`config.mk`:
```
export PLATFORM = sky130hd
export DESIGN_NAME = nibble_shift_out_flat
export DESIGN_NICKNAME = d
export VERILOG_FILES = /design/src/rtl/nibble_shift_pkg.sv /design/src/rtl/nibble_shift_out_if.sv /design/src/rtl/nibble_shift_out_sclk_divider.sv /design/src/rtl/nibble_shift_out.sv /design/src/flat_wrapper.sv
export SDC_FILE = /design/constraint.sdc
export NUM_CORES = 1
export LEC_CHECK = 0
export BUFFER_PORTS_ARGS = -buffer_cell sky130_fd_sc_hd__buf_2
export CAP_MARGIN = 20
export CORE_ASPECT_RATIO = 0.8
export CORE_MARGIN = 10
export CORE_UTILIZATION = 50
export CTS_BUF_LIST = sky130_fd_sc_hd__clkbuf_16
export DETAILED_ROUTE_END_ITERATION = 10
export PLACE_DENSITY = 0.76
export REMOVE_ABC_BUFFERS = 1
export SLEW_MARGIN = 20
export SYNTH_ARGS = -nofsm -noshare
export SYNTH_HDL_FRONTEND = slang
export SYNTH_SLANG_ARGS = --single-unit
```
`constraint.sdc`:
```
create_clock -name clk -period 1.45 [get_ports clk]
set_input_delay 0.0725 -clock clk [delete_from_list [all_inputs] [get_ports clk]]
set_output_delay 0.0725 -clock clk [all_outputs]
set_load 0.05 [all_outputs]
```
`src/rtl/nibble_shift_pkg.sv`:
```
// Shared types and defaults for the nibble_shift_out serial readout engine.
package nibble_shift_pkg;

    localparam int unsigned NIBBLE_W        = 4;
    localparam int unsigned NIBBLES_DEFAULT = 4;
    localparam int unsigned DIV_DEFAULT     = 2;

    typedef enum logic [2:0] {
        IDLE,
        LOW,
        HIGH,
        LATCH,
        DONE
    } state_t;

endpackage

```
`src/rtl/nibble_shift_out_if.sv`:
```
// Request/serial-output bundle for nibble_shift_out; master = requester, slave = engine.
interface nibble_shift_out_if
    import nibble_shift_pkg::*;
#(
    parameter int unsigned NIBBLES = NIBBLES_DEFAULT
);

    logic                          start;
    logic [NIBBLE_W*NIBBLES-1:0]   data_in;
    logic                          busy;
    logic                          done;
    logic                          sclk;
    logic                          sdat;
    logic                          slatch;

    modport master (
        output start, data_in,
        input  busy, done, sclk, sdat, slatch
    );

    modport slave (
        input  start, data_in,
        output busy, done, sclk, sdat, slatch
    );

endinterface

```
`src/rtl/nibble_shift_out_sclk_divider.sv`:
```
// Phase timer: tick marks the last cycle of each DIV-cycle sclk phase.
module sclk_divider
    import nibble_shift_pkg::*;
#(
    parameter int unsigned DIV = DIV_DEFAULT
) (
    input  logic clk,
    input  logic rst,
    input  logic en,
    output logic tick
);

    localparam int unsigned W = $clog2(DIV + 1);

    logic [W-1:0] cnt;

    assign tick = en && (cnt == W'(DIV - 1));

    // Wrapping on tick restarts the count at every phase change.
    always_ff @(posedge clk) begin
        if (rst || !en || tick)
            cnt <= '0;
        else
            cnt <= cnt + W'(1);
    end

endmodule

```
`src/rtl/nibble_shift_out.sv`:
```
// Captures NIBBLES 4-bit digits and shifts them out on sclk/sdat/slatch.
// Define NIBBLE_SHIFT_LSB_FIRST_EN to send bit 0 first (default: MSB first).
module nibble_shift_out
    import nibble_shift_pkg::*;
#(
    parameter int unsigned NIBBLES = NIBBLES_DEFAULT,
    parameter int unsigned DIV     = DIV_DEFAULT
) (
    input  logic               clk,
    input  logic               rst,
    nibble_shift_out_if.slave  bus
);

    localparam int unsigned B   = NIBBLE_W * NIBBLES;
    localparam int unsigned BCW = $clog2(B + 1);

    state_t          state;
    logic [B-1:0]    sreg;
    logic [BCW-1:0]  bitcnt;
    logic            busy_r;
    logic            done_r;
    logic            sclk_r;
    logic            slatch_r;
    logic            tick;

    sclk_divider #(.DIV(DIV)) u_div (
        .clk  (clk),
        .rst  (rst),
        .en   (busy_r),
        .tick (tick)
    );

    // sdat is taken straight from the outgoing end of the shift register;
    // clearing sreg on entry to LATCH forces sdat low there and in IDLE.
`ifdef NIBBLE_SHIFT_LSB_FIRST_EN
    assign bus.sdat = sreg[0];
`else
    assign bus.sdat = sreg[B-1];
`endif

    assign bus.busy   = busy_r;
    assign bus.done   = done_r;
    assign bus.sclk   = sclk_r;
    assign bus.slatch = slatch_r;

    always_ff @(posedge clk) begin
        if (rst) begin
            state    <= IDLE;
            sreg     <= '0;
            bitcnt   <= '0;
            busy_r   <= 1'b0;
            done_r   <= 1'b0;
            sclk_r   <= 1'b0;
            slatch_r <= 1'b0;
        end else begin
            case (state)
                IDLE: begin
                    done_r <= 1'b0;
                    if (bus.start) begin
                        sreg   <= bus.data_in;
                        bitcnt <= BCW'(B);
                        busy_r <= 1'b1;
                        sclk_r <= 1'b0;
                        state  <= LOW;
                    end
                end
                LOW: begin
                    if (tick) begin
                        sclk_r <= 1'b1;
                        state  <= HIGH;
                    end
                end
                HIGH: begin
                    if (tick) begin
                        bitcnt <= bitcnt - BCW'(1);
                        sclk_r <= 1'b0;
                        if (bitcnt != BCW'(1)) begin
`ifdef NIBBLE_SHIFT_LSB_FIRST_EN
                            sreg <= sreg >> 1;
`else
                            sreg <= sreg << 1;
`endif
                            state <= LOW;
                        end else begin
                            sreg     <= '0;
                            slatch_r <= 1'b1;
                            state    <= LATCH;
                        end
                    end
                end
                LATCH: begin
                    if (tick) begin
                        slatch_r <= 1'b0;
                        busy_r   <= 1'b0;
                        done_r   <= 1'b1;
                        state    <= DONE;
                    end
                end
                DONE: begin
                    done_r <= 1'b0;
                    state  <= IDLE;
                end
                default: state <= IDLE;
            endcase
        end
    end

endmodule

```
`src/flat_wrapper.sv`:
```
// flat-port wrapper written by rule: the top's interface ports become plain ports
module nibble_shift_out_flat import nibble_shift_pkg::*;
#(
    parameter int unsigned NIBBLES = NIBBLES_DEFAULT,
    parameter int unsigned DIV     = DIV_DEFAULT
)
  (clk, rst, bus_start, bus_data_in, bus_busy, bus_done, bus_sclk, bus_sdat, bus_slatch);
  nibble_shift_out_if #(.NIBBLES(NIBBLES)) bus_i ();
  input  logic clk;
  input  logic rst;
  input wire logic [$bits(bus_i.start)-1:0] bus_start;
  input wire logic [$bits(bus_i.data_in)-1:0] bus_data_in;
  output wire logic [$bits(bus_i.busy)-1:0] bus_busy;
  output wire logic [$bits(bus_i.done)-1:0] bus_done;
  output wire logic [$bits(bus_i.sclk)-1:0] bus_sclk;
  output wire logic [$bits(bus_i.sdat)-1:0] bus_sdat;
  output wire logic [$bits(bus_i.slatch)-1:0] bus_slatch;
  assign bus_i.start = bus_start;
  assign bus_i.data_in = bus_data_in;
  assign bus_busy = bus_i.busy;
  assign bus_done = bus_i.done;
  assign bus_sclk = bus_i.sclk;
  assign bus_sdat = bus_i.sdat;
  assign bus_slatch = bus_i.slatch;
  nibble_shift_out #(.NIBBLES(NIBBLES), .DIV(DIV)) u_core (.clk(clk), .rst(rst), .bus(bus_i));
endmodule
```
==> results.sh <==
export IMPL_status="finished with violations"
export IMPL_violations="setup timing"
export IMPL_finalCriticalPeriod_ps=1640
export IMPL_ys_flop_type="dfxtp_1"
export IMPL_synth_most_common_cell="dfxtp_1"
export IMPL_cpMaxStageDelayCell="or2_2"
export IMPL_crit_path_end_kind="register"
export IMPL_synthesis_area_um2=1530
export IMPL_ant_nets=0
export IMPL_path_cells="buf_4, or2_2, a31oi_2, a221oi_1"
export IMPL_wl_um=5660
export IMPL_drt_iter0_drc=219
export IMPL_finalSetupViolations=18
export IMPL_wl_per_cell_um=22.6
export IMPL_arrival_ps=1780
export IMPL_relSlewSlack_pct=61.0
export IMPL_crit_path_max_incr_delay_ps=500
export IMPL_crit_start="u_core.state[2]"
export IMPL_routabilityCongestion=0.856
export IMPL_power_density_nw_per_um2=951
export IMPL_postLayoutCoreUtil_pct=82.1
export IMPL_startpoint_type="register"
export IMPL_ios=24
export IMPL_dp_cells=234
export IMPL_cts_root_buf="clkbuf_16"
export IMPL_hp_class="input pin to register"
export IMPL_worstSkewPairLatency_ps=280
export IMPL_synth_common_cells="dfxtp_1, inv_1, a221oi_1, a2bb2oi_1, a31oi_1"
export IMPL_drive_above_1_share_pct=47.6
export IMPL_max_freq_ghz=0.610
export IMPL_p_total_mw=2.21
export IMPL_grt_antenna_before_repair=0
export IMPL_cp_data_required_time_ps=1590
export IMPL_r2r_end="u_core.sreg[13]"
export IMPL_worst_slack_ps=-188
export IMPL_io_buffers=23
export IMPL_synth_distinct_cells=42
export IMPL_synth_avg_cell_area_um2=8.92
export IMPL_fillers=154
export IMPL_netlist_instances=171
export IMPL_cts_buffer_depth=2
export IMPL_rows=17
export IMPL_reg2reg_depth=4
export IMPL_cts_tree="yes"
export IMPL_slew_violations=0
export IMPL_clock_sinks=30
export IMPL_p_leak_nw=0.929
export IMPL_synth_seq_cells=30
export IMPL_ys_seq_area_share_pct=39.4
export IMPL_cts_made_buffers=5
export IMPL_ctsHoldBuffers=0
export IMPL_coreArea_um2=2830
export IMPL_vias=1695
export IMPL_grt_max_degree=18
export IMPL_crit_path_end="u_core.sreg[13]"
export IMPL_firstDrtPassIters=4
export IMPL_synth_warnings=0
export IMPL_r2r_setup_slack_ps=-190
export IMPL_grt_usage_pct=16.3
export IMPL_nets=234
export IMPL_dp_hpwl_um=2660
export IMPL_hold_viol=0
export IMPL_synth_edff_count=0
export IMPL_die_h_um=69.4
export IMPL_antenna_cells=0
export IMPL_skew_ps=7.46
export IMPL_grt_pass1_wl_um=7470
export IMPL_rsz0062_at_grt="yes"
export IMPL_overflow=0
export IMPL_ir_drop_v=0.000932
export IMPL_drc=0
export IMPL_cts_htree_levels=2
export IMPL_crit_family="simple AND/OR/NAND/NOR gates"
export IMPL_grt_pass1_vias=1543
export IMPL_timing_rr_start="u_core.state[2]"
export IMPL_maxCapViolations=0
export IMPL_die_w_um=81.8
export IMPL_cp_max_fo=15
export IMPL_async_reset_ff_share_pct=0
export IMPL_cp_depth=4
export IMPL_timing_worst_setup_path_type="register to register"
export IMPL_instances_no_fill=250
export IMPL_yosysTopAreaCellShare_pct=39.4
export IMPL_routed_via_density=6.78
export IMPL_yosysTopAreaCell="dfxtp_1"
export IMPL_crit_buf_inv=1
export IMPL_worst_pin_slew_ps=585
export IMPL_synth_area_leaders="dfxtp_1, a221oi_1, a2bb2oi_1"
export IMPL_area_growth_pct=52.3
export IMPL_min_period_over_period_pct=113
export IMPL_fp_dieArea_um2=5670
export IMPL_clk_transition_reported_paths_ps=50
export IMPL_start_util_pct=53.9
per-layer routing:
metal / part of all wire [%] / track usage [%]
met5: 0 / 0
met4: 4.6 / 7.87
met3: 8.2 / 5.68
met2: 48 / 24.9
met1: 39 / 19.5
tightest hold or removal path: cells and delay by family:
kind / cells / cell delay [ps]
simple gates: 1 / 70
buf+inv: 1 / 110
compound gates: 1 / 70
kinds of logic after synthesis:
family,count (synthesis),share of synthesized area (%)
AO/OA/AOI/OAI,64,33.0
adder cells (fa/ha/maj),3,2.46
buffers and inverters,40,11.1
flip-flops,30,39.4
multiplexers,1,0.656
AND/OR/NAND/NOR,33,13.5
final cells by class:
type / instances / area, µm² / share of cell area [%]
Clock buffer: 5 / 125 / 5.39
Clock inverter: 2 / 7.51 / 0.323
Inverter: 23 / 86.3 / 3.72
Multi-Input combinational cell: 101 / 1070 / 46.1
Sequential cell: 30 / 604 / 26.0
Tap cell: 38 / 47.5 / 2.05
Timing Repair Buffer: 51 / 382 / 16.4
per-stage QoR:
stage | setup WS (ps) | hold WS (ps) | cell area, µm² | TNS [ps]
6_report | -188 | 90.9 | 2320 | -2400
5_1_grt | -211 | 103 | 2320 | -3450
4_1_cts | -167 | 51.4 | 2090 | -2390
3_5_place_dp | -219 | 335 | 1750 | -3580
3_3_place_gp | -168 | 328 | 1750 | -2660
2_1_floorplan | -476 | 142 | 1440 | -9810
cell usage in the layout, fill, tap and decap left out, types with 3 or more instances in the layout:
cell type	synthesis	layout
dfxtp_1	30	27
inv_1	23	24
buf_2	8	23
buf_4	0	23
a2bb2oi_1	15	15
a221oi_1	15	10
a31oi_4	0	8
nor2_1	6	6
a31oi_1	15	5
a221oi_2	0	5
clkbuf_16	0	5
nand2_1	5	4
a21oi_1	4	3
dfxtp_2	0	3
state kept, by name (all words and copies together), names as in the netlist:
register	flops
u_core.bus.slatch	1
u_core.state	3
u_core.u_div.cnt	2
u_core.bus.sclk	1
u_core.bus.busy	1
u_core.bus.done	1
u_core.sreg	16
u_core.bitcnt	5
power by group:
part	switching (mW)	total, mW	internal [mW]	leakage [nW]
Clock	0.335	0.945	0.610	0.0723
Combinational	0.192	0.346	0.154	0.609
Sequential	0.0456	0.920	0.874	0.248
Total	0.573	2.21	1.64	0.929
how the worst min path moves through the flow:
stage / from / end / depth (start not counted)
floorplan: rst / u_core.bitcnt[2] / 1
global placement: bus_data_in[0] / u_core.sreg[0] / 3
detailed placement: bus_data_in[0] / u_core.sreg[0] / 3
CTS: bus_data_in[0] / u_core.sreg[0] / 3
global route: bus_data_in[0] / u_core.sreg[0] / 3
finish: bus_data_in[0] / u_core.sreg[0] / 3
what timing repair did:
item / 4_1_cts / 5_1_grt
setup buffers: 3 / 4
gates cloned: 2 / 0
pin swaps: 17 / 13
endpoints found under the setup margin: 20 / 24
resized for setup: 28 / 35
Note: power is estimated with default switching activity, not from simulation.
